$ cat src/rtl/corner_editor_multi.sv
// Manual corner editor: NUM_CORNERS (x,y) points, bulk-loaded and nudged per video field.
// Optional macro CORNER_WRAP_EN: wrap out-of-range coordinates instead of clamping.
module corner_editor_multi #(
  parameter int NUM_CORNERS = 4,
  parameter int COORD_W     = 10,
  parameter int X_MAX       = 1023,
  parameter int Y_MAX       = 1023,
  parameter int STEP_SLOW   = 1,
  parameter int STEP_FAST   = 8,
  parameter int HOLD_FIELDS = 16,
  localparam int SEL_W      = $clog2(NUM_CORNERS),
  localparam int BUS_W      = 2 * COORD_W * NUM_CORNERS
) (
  input  logic             clk,
  input  logic             reset_n,
  input  logic             field,
  input  logic             left_button,
  input  logic             right_button,
  input  logic             up_button,
  input  logic             down_button,
  input  logic             enter_button,
  input  logic [NUM_CORNERS-1:0] sel_buttons,
  input  logic [BUS_W-1:0] auto_corners,
  input  logic             set_corners,
  output logic [BUS_W-1:0] corners_out,
  output logic [SEL_W-1:0] active_corner,
  output logic             edit_mode,
  output logic             moved
);

  // Two guard bits keep x+step and x-step representable before limiting.
  localparam int SW = COORD_W + 2;
  localparam int HW = $clog2(HOLD_FIELDS + 1);
  localparam logic signed [SW-1:0] STEP_S  = SW'(STEP_SLOW);
  localparam logic signed [SW-1:0] STEP_F  = SW'(STEP_FAST);
  localparam logic signed [SW-1:0] XMAX_S  = SW'(X_MAX);
  localparam logic signed [SW-1:0] YMAX_S  = SW'(Y_MAX);
  localparam logic signed [SW-1:0] XSPAN_S = SW'(X_MAX + 1);
  localparam logic signed [SW-1:0] YSPAN_S = SW'(Y_MAX + 1);
  localparam logic [HW-1:0]        HOLD_MAX = HW'(HOLD_FIELDS);

  typedef enum logic {LOCKED = 1'b0, EDIT = 1'b1} state_t;

  state_t                 state, state_nxt;
  logic                   field_q, enter_q, field_tick, enter_tick;
  logic [COORD_W-1:0]     cx [NUM_CORNERS];
  logic [COORD_W-1:0]     cy [NUM_CORNERS];
  logic [HW-1:0]          hold_cnt, hold_nxt;
  logic [SEL_W-1:0]       sel_idx;
  logic                   sel_found;
  logic signed [SW-1:0]   step, x_sum, y_sum, x_lim, y_lim;
  logic [COORD_W-1:0]     x_new, y_new;
  logic                   any_dir, do_move, changed;

  always_ff @(posedge clk or negedge reset_n) begin
    if (!reset_n) state <= LOCKED;
    else          state <= state_nxt;
  end

  // A coincident enter edge toggles first so the same tick sees the new state.
  always_comb begin
    state_nxt = state;
    if (enter_tick) state_nxt = (state == LOCKED) ? EDIT : LOCKED;
  end

  always_comb begin
    sel_idx   = '0;
    sel_found = 1'b0;
    for (int unsigned i = 0; i < NUM_CORNERS; i++) begin
      if (sel_buttons[i] && !sel_found) begin
        sel_idx   = SEL_W'(i);
        sel_found = 1'b1;
      end
    end
  end

  always_comb begin
    any_dir = left_button | right_button | up_button | down_button;
    step    = (hold_cnt >= HOLD_MAX) ? STEP_F : STEP_S;
    x_sum   = $signed({2'b00, cx[active_corner]});
    y_sum   = $signed({2'b00, cy[active_corner]});
    if (right_button && !left_button)      x_sum = x_sum + step;
    else if (left_button && !right_button) x_sum = x_sum - step;
    if (down_button && !up_button)         y_sum = y_sum + step;
    else if (up_button && !down_button)    y_sum = y_sum - step;
`ifdef CORNER_WRAP_EN
    x_lim = x_sum;
    y_lim = y_sum;
    if (x_sum < 0)           x_lim = x_sum + XSPAN_S;
    else if (x_sum > XMAX_S) x_lim = x_sum - XSPAN_S;
    if (y_sum < 0)           y_lim = y_sum + YSPAN_S;
    else if (y_sum > YMAX_S) y_lim = y_sum - YSPAN_S;
`else
    x_lim = x_sum;
    y_lim = y_sum;
    if (x_sum < 0)           x_lim = '0;
    else if (x_sum > XMAX_S) x_lim = XMAX_S;
    if (y_sum < 0)           y_lim = '0;
    else if (y_sum > YMAX_S) y_lim = YMAX_S;
`endif
    x_new   = x_lim[COORD_W-1:0];
    y_new   = y_lim[COORD_W-1:0];
    changed = (x_new != cx[active_corner]) || (y_new != cy[active_corner]);
    do_move = field_tick && !set_corners && (state_nxt == EDIT);
  end

  always_comb begin
    hold_nxt = hold_cnt;
    if (state_nxt == LOCKED) begin
      hold_nxt = '0;
    end else if (field_tick) begin
      if (set_corners || !any_dir) hold_nxt = '0;
      else if (hold_cnt < HOLD_MAX) hold_nxt = hold_cnt + HW'(1);
    end
  end

  always_ff @(posedge clk or negedge reset_n) begin
    if (!reset_n) begin
      field_q       <= 1'b0;
      enter_q       <= 1'b0;
      field_tick    <= 1'b0;
      enter_tick    <= 1'b0;
      hold_cnt      <= '0;
      active_corner <= '0;
      moved         <= 1'b0;
      for (int unsigned i = 0; i < NUM_CORNERS; i++) begin
        cx[i] <= '0;
        cy[i] <= '0;
      end
    end else begin
      field_q    <= field;
      enter_q    <= enter_button;
      field_tick <= field & ~field_q;
      enter_tick <= enter_button & ~enter_q;
      hold_cnt   <= hold_nxt;
      moved      <= 1'b0;
      if (sel_found) active_corner <= sel_idx;
      if (set_corners) begin
        for (int unsigned i = 0; i < NUM_CORNERS; i++) begin
          cx[i] <= auto_corners[(NUM_CORNERS-1-i)*2*COORD_W + COORD_W +: COORD_W];
          cy[i] <= auto_corners[(NUM_CORNERS-1-i)*2*COORD_W +: COORD_W];
        end
      end else if (do_move) begin
        cx[active_corner] <= x_new;
        cy[active_corner] <= y_new;
        moved             <= changed;
      end
    end
  end

  always_comb begin
    corners_out = '0;
    for (int unsigned i = 0; i < NUM_CORNERS; i++) begin
      corners_out[(NUM_CORNERS-1-i)*2*COORD_W + COORD_W +: COORD_W] = cx[i];
      corners_out[(NUM_CORNERS-1-i)*2*COORD_W +: COORD_W]           = cy[i];
    end
  end

  assign edit_mode = (state == EDIT);

endmodule

$ cat config.mk
export PLATFORM = sky130hd
export DESIGN_NAME = corner_editor_multi
export DESIGN_NICKNAME = d
export VERILOG_FILES = /design/src/rtl/corner_editor_multi.sv
export SDC_FILE = /design/constraint.sdc
export NUM_CORES = 1
export LEC_CHECK = 0
export CELL_PAD_IN_SITES_DETAIL_PLACEMENT = 0
export CELL_PAD_IN_SITES_GLOBAL_PLACEMENT = 1
export CORE_MARGIN = 2
export CORE_UTILIZATION = 37
export DETAILED_ROUTE_END_ITERATION = 12
export PLACE_DENSITY_LB_ADDON = 0.1
export SKIP_CTS_REPAIR_TIMING = 1
export SYNTH_ARGS = -nofsm -noshare
export SYNTH_HDL_FRONTEND = slang
export SYNTH_SLANG_ARGS = --single-unit
export TNS_END_PERCENT = 10
$ cat constraint.sdc
create_clock -name clk -period 4.14 [get_ports clk]
set_input_delay 1.242 -clock clk [delete_from_list [all_inputs] [get_ports clk]]
set_output_delay 1.242 -clock clk [all_outputs]
set_load 0.02 [all_outputs]
# After elaboration in Yosys (flattened, before gate mapping)

Cells that the tools add are included.

Add/sub/neg operators: 5
Magnitude comparators: 8
Eq/ne operators: 4
Multiplexer cells: 38
Bitwise gates (word level): 8
Reductions and logical operators: 23

Operators with widths:

| kind                                                                              | count |
|---|---|
| 40-bit 2-to-1 mux                                                                 | 4 |
| 10-bit 2-to-1 mux                                                                 | 9 |
| 40-bit bitwise mux                                                                | 2 |
| 12-bit 2-to-1 mux                                                                 | 4 |
| 10-bit binary-select mux with 2-bit select                                        | 2 |
| 12-bit by 11-bit greater-than comparator with 1-bit output, second input constant | 2 |
| 12-bit by 1-bit < comparator with 1-bit output, second input constant             | 2 |
| 10-bit by 4-bit adder with 11-bit output                                          | 2 |
| 10-bit by 4-bit subtractor with 11-bit output                                     | 2 |
| 10-bit demux with 2-bit select                                                    | 1 |
| 5-bit 2-to-1 mux                                                                  | 4 |
| 10-bit != test                                                                    | 2 |
| 1-bit logical AND                                                                 | 10 |
| 1-bit zero test                                                                   | 9 |
| 1-bit 2-to-1 mux                                                                  | 9 |
| 5-bit by 1-bit adder with 5-bit output, second input constant                     | 1 |
| 5-bit >= comparator, second input constant                                        | 1 |
| 5-bit < comparator, second input constant                                         | 1 |
| 2-bit 2-to-1 mux                                                                  | 2 |
| 4-bit 2-to-1 mux                                                                  | 1 |
| 3-bit >= comparator, second input constant                                        | 1 |
| 3-bit by 1-bit < comparator with 1-bit output, second input constant              | 1 |
| 3-bit by 1-bit != test with 1-bit output, second input constant                   | 1 |
| 2-bit NOT with 3-bit output                                                       | 1 |
| other kinds (7)                                                                   | 12 |

Register bits: 93
Input port bits: 93
Output and inout bits: 84
Logic and storage cells: 102

# Logic depth before layout (Yosys ltp)

Depth in word-level cells: 14
Gate-level depth with buffers: 14
Mapped depth without buffers: 11

# Worst setup path before layout

Ideal clock, no wire load.

Path type: flip-flop to flip-flop
Start: reg active_corner[0]
End: reg moved
Setup time: 0.134 ns
Arrival: 3.473 ns
Required time: 4.006 ns
Setup slack: 0.534 ns
Stages on the path, launching flop included: 13
Buffers on the path: 3
Period minus slack after synthesis: 3.606 ns
Path through: dfrtp_1 -> buf_6 -> buf_8 -> mux4_1 -> ha_1 -> clkbuf_1 -> nor3b_1 -> a221oi_1 -> or4_4 -> a2111oi_4 -> o32ai_1 -> nor4_2 -> a31oi_1

Cells in the longest elaborated chain, start to end: 14
Elaborated cells between the ends (all ways): 28
Those cells by class: add/sub: 4; order compare: 4; eq/ne: 2; mux: 16; bitwise: 1; reduce/logical: 1

RTL lines:

| what                                                                                 | line        | RTL |
|---|---|---|
| start, declared                                                                      | 26          | `output logic [SEL_W-1:0] active_corner,` |
| start signal, assigned                                                               | 137         | `if (sel_found) active_corner <= sel_idx;` |
| 2-bit NOT with 3-bit output (not written as such) (*)                                | 80, 81, 103 |  |
| 10-bit binary-select mux with 2-bit select, on equally long branches                 | 80, 103, 81 |  |
| 10-bit 2-to-1 mux, on equally long branches (2 in a row)                             | 80, 103, 81 |  |
| 10-bit by 4-bit subtractor with 11-bit output, on equally long branches              | 83, 85      |  |
| 12-bit 2-to-1 mux, on equally long branches                                          | 83, 85      |  |
| 12-bit 2-to-1 mux, on equally long branches                                          | 82, 84      |  |
| 12-bit by 11-bit greater-than comparator with 1-bit output, on equally long branches | 97, 99      |  |
| 10-bit 2-to-1 mux, on equally long branches                                          | 97, 99      |  |
| 10-bit 2-to-1 mux, on equally long branches                                          | 96, 98      |  |
| 10-bit != test                                                                       | 103         | `changed = (x_new != cx[active_corner]) \|\| (y_new != cy[active_corner]);` |
| 1-bit logical OR (*)                                                                 | 103         |  |
| 1-bit 2-to-1 mux (*)                                                                 | 143         | `end else if (do_move) begin` |
| 1-bit 2-to-1 mux (*)                                                                 | 138         | `if (set_corners) begin` |
| end signal, assigned                                                                 | 146         | `moved <= changed;` |
| end, declared                                                                        | 28          | `output logic moved` |

Mark *: on every way between the ends. The rest lies on a longest branch, timed or not. The select of a mux whose other input is x is not followed.
A chain may end at the register's enable or synchronous reset.

# Final worst setup path

Start: reg active_corner[0]
End: reg cy (netlist bit corners_out[66])

Cells in the longest elaborated chain, start to end: 13
Elaborated cells between the ends (all ways): 20
Those cells by class: add/sub: 2; order compare: 4; mux: 12; bitwise: 1; reduce/logical: 1

RTL lines:

| what                                                       | line    | RTL |
|---|---|---|
| 2-bit NOT with 3-bit output (not written as such) (*)      | 81, 145 |  |
| 10-bit binary-select mux with 2-bit select                 | 81      | `y_sum = $signed({2'b00, cy[active_corner]});` |
| 10-bit 2-to-1 mux (not written as such) (2 in a row)       | 81      |  |
| 10-bit by 4-bit subtractor with 11-bit output              | 85      | `else if (up_button && !down_button) y_sum = y_sum - step;` |
| 12-bit 2-to-1 mux                                          | 85      |  |
| 12-bit 2-to-1 mux                                          | 84      | `if (down_button && !up_button) y_sum = y_sum + step;` |
| 12-bit by 11-bit greater-than comparator with 1-bit output | 99      | `else if (y_sum > YMAX_S) y_lim = YMAX_S;` |
| 10-bit 2-to-1 mux                                          | 99      |  |
| 10-bit 2-to-1 mux                                          | 98      | `if (y_sum < 0) y_lim = '0;` |
| 40-bit bitwise mux (*)                                     | 145     | `cy[active_corner] <= y_new;` |
| 40-bit 2-to-1 mux (*)                                      | 143     |  |
| 40-bit 2-to-1 mux (*)                                      | 138     |  |
| end signal, assigned by index                              | 141     | `cy[i] <= auto_corners[(NUM_CORNERS-1-i)*2*COORD_W +: COORD_W];` |
| end signal, assigned by index                              | 145     |  |
| end, declared                                              | 47      | `logic [COORD_W-1:0] cy [NUM_CORNERS];` |

Marks and branches as above.

==> impl_results.md <==
- Top_reg_cell synth: dfrtp_1
- Tmin final: around 3.7 ns
- FP Rows: 47
- Worst r2r src: active_corner[0]
- Crit-path slowest cell: mux4_2
- Hold WC Path Type: reg -> reg
- Worst setup startpoint: active_corner[0]
- Io pins: about 180
- CP startpoint kind: flop
- Asr flop ratio synth: 1.000
- Worst EP required: 4.35 ns
- Setup ws final: approximately 0.46 ns
- Final GP Congestion: around 0.9
- Routed via count: 6,024
- Antenna Cells: 0
- Max Fanout on Critical Path: 7
- Clk slew on worst S/H paths: 0.07 ns
- Cells after Synth: 620
- Largest area contributor in the netlist: dfrtp_1
- Die height: around 130 um
- Max-cap violations: 0
- Synth top area cells: dfrtp_1, mux4_2, a22oi_1, a22o_1, a21o_1
- Total Routing Usage GR: 0.2641
- Worst Setup End Kind: flop
- Maximum clock rate: ~270 MHz
- Final Setup Violations: 0
- Multi-input gate area: about 3500 um^2
- Port buffer count: approximately 180
- Post-Place Worst Slack: about 0.36 ns
- Syn Nets: a little over 700
- Final wirelength: 23,100 um
- Worst-margin pin slew: between 0.8 and 0.9 ns
- Hpwl dp: around 17,000 um
- Die W: ~130 um
- Synth cell types: between 70 and 80
- Top cell by count, worst path: ha_1
- Worst path arrival time: roughly 3.9 ns
- FF+latch area: between 2000 and 2500 um^2
- Post-synth EDFFs: 0
- # clock sinks: between 90 and 100
- #FFs+latches synth: 93
- Initial drt markers: between 400 and 500
- Largest net degree at the start of global routing: 60
- Max reg flops: 80
- R2R setup slack: between 0.4 and 0.5 ns
- Overflow after GRT: 0
- Final period utilization: 0.8895
- 1st-pass router iterations: 6
- CP bufs+invs: 0
- Vias in the first global route: between 6,000 and 7,000
- Root buffer cell: clkbuf_16
- Hold path startpoint: field_q
- Initial antenna violation count: 1
- RSZ-0062 raised after global routing: no
- Via density per instance: 5.912
- Area growth syn-to-layout: 38.58%
- Hold Crit Depth: 1
- Core box area: about 16,000 um^2
- Filler Cell Count: 1,477
- Slew headroom: 0.4380
- Clock Latency Late Sink: 0.35 ns
- Average size of a mapped cell: 9.943 um^2
- Wire per inst: around 23 um
- Worst hold endpoint: field_tick
- Pwr/cell area: roughly 390 nW/um^2
- Mapped Area: 6165 um^2
- Initial Util: 0.3757
- Final Max Slew Viols: 0
- Worst vdd ir: between 0.2 and 0.25 mV
- Drt drc: 0
- DRT antenna net count: 0
- R2R depth: 10
- Crit-path leading delay family: compound AO/OA/AOI/OAI gates
- Sequential area share after synthesis: 0.3775
- Synth top area share: 0.3775
- Worst clock skew: around 0.0083 ns
- Synth Warn #: 0
- Hold Vio Cnt, Final: 0
- CP cell instances: mux4_2 > ha_1 > ha_1 > nor3b_1 > a221oi_1 > or3_1 > nor2b_1 > a221o_1 > o221ai_1 > o21ai_0
- WS Path Type: reg -> reg
- H-tree lvl count: 3
- Pleak: 3.544 nW
- Status: completed
- Layout cells sized above 1: 0.1126
- Clock buffer depth: 2
- CTS tree: done
- R2r endpoint: corners_out[66]
- DIE AREA: between 15,000 and 20,000 um^2
- First-pass GRT wire length: ~36,000 um
- Fin nets: 901
- CTS Buf Count: 9
- Setup TNS Final: 0 ns
- Largest stage delay, worst path: 0.65 ns
-- area by class of cell --
| class | instances | area share |
|---|---|---|
| multi-input combinational | 459 | 0.4139 |
| sequential | 93 | 0.2726 |
| timing repair buffer | 205 | 0.2308 |
| tap | 220 | 0.03222 |
| clock buffer | 11 | 0.02958 |
| inverter | 26 | 0.01142 |
| clock inverter | 5 | 0.009520 |
-- worst max path at each step --
stage / cells after the start / end / slack [ns]
after floorplan: 12 / moved / 0.53
after global placement: 8 / moved / 0.37
after detailed placement: 8 / moved / 0.36
after CTS: 10 / corners_out[66] / 0.48
after global routing: 10 / corners_out[66] / 0.24
final: 10 / corners_out[66] / 0.46
-- logic make-up (layout without fill, tap and decap cells) --
family,Yosys count,after routing,synth area share
muxes,32,32,0.09661
and+or+nand+nor,163,163,0.1421
xor gates and xnor gates,16,16,0.02273
adders and majority gates,14,14,0.02842
AOI/OAI and AO/OA,234,234,0.2795
DFF,93,93,0.3775
buffers and inverters,68,247,0.05317
-- through the flow --
step                instance area (um^2)  utilization  hold WS, ns  instances  power (mW)
floorplan                           6165            -       0.3777        620       1.831
global placement                    8209       0.5003       0.3834       1003       2.391
detailed placement                  8209       0.5003       0.3927       1003       2.394
CTS                                 8543       0.5207       0.4014       1019       3.341
global route                        8543       0.5207       0.4115       1019       3.497
finish                              8543       0.5207       0.3982       1019       3.334
-- synthesized netlist by cell type, types with 6 or more instances --
cell type  instances
dfrtp_1           93
a22oi_1           46
nand2_1           46
o21ai_0           43
nor2_1            36
a21o_1            33
a22o_1            32
clkbuf_1          28
inv_1             26
mux4_2            19
a21oi_1           17
ha_1              14
nor2b_1           11
nor3_1            11
xnor2_1           10
mux2i_1            7
nand3_1            7
nor3b_1            7
o21ai_1            7
buf_2              6
xor2_1             6
-- layer usage --
layer / track usage / share of wire / wire length, um
met5: 0 / 0 / 0
met2: 0.4286 / 0.48 / 11060
met1: 0.3535 / 0.43 / 9923
met4: 0.08961 / 0.025 / 571
met3: 0.05287 / 0.067 / 1540
-- placed cells by master, fill, tap and decap left out, types with 5 or more instances in the layout --
cell,Yosys,routed
nor3_1,11,11
inv_1,26,26
nor4b_1,5,5
o22ai_1,5,5
o21ai_0,43,43
mux4_2,19,19
clkdlybuf4s50_1,0,174
ha_1,14,14
xnor2_1,10,10
nor4_1,5,5
nor2b_1,11,11
a21o_1,33,33
clkbuf_16,0,9
o21ai_1,7,7
nand2_1,46,46
nand3_1,7,7
nand4_1,5,5
buf_4,2,30
xor2_1,6,6
nor2_1,36,36
a21oi_2,2,5
a21oi_1,17,14
a22o_1,32,32
nor3b_1,7,7
dfrtp_1,93,92
a22oi_1,46,46
mux2i_1,7,7
-- power breakdown --
part | internal (mW) | switching (mW)
clock network | 0.564 | 0.378
registers | 1.01 | 0.106
logic | 0.565 | 0.709
No activity file was read; power rests on OpenSTA's default activity.
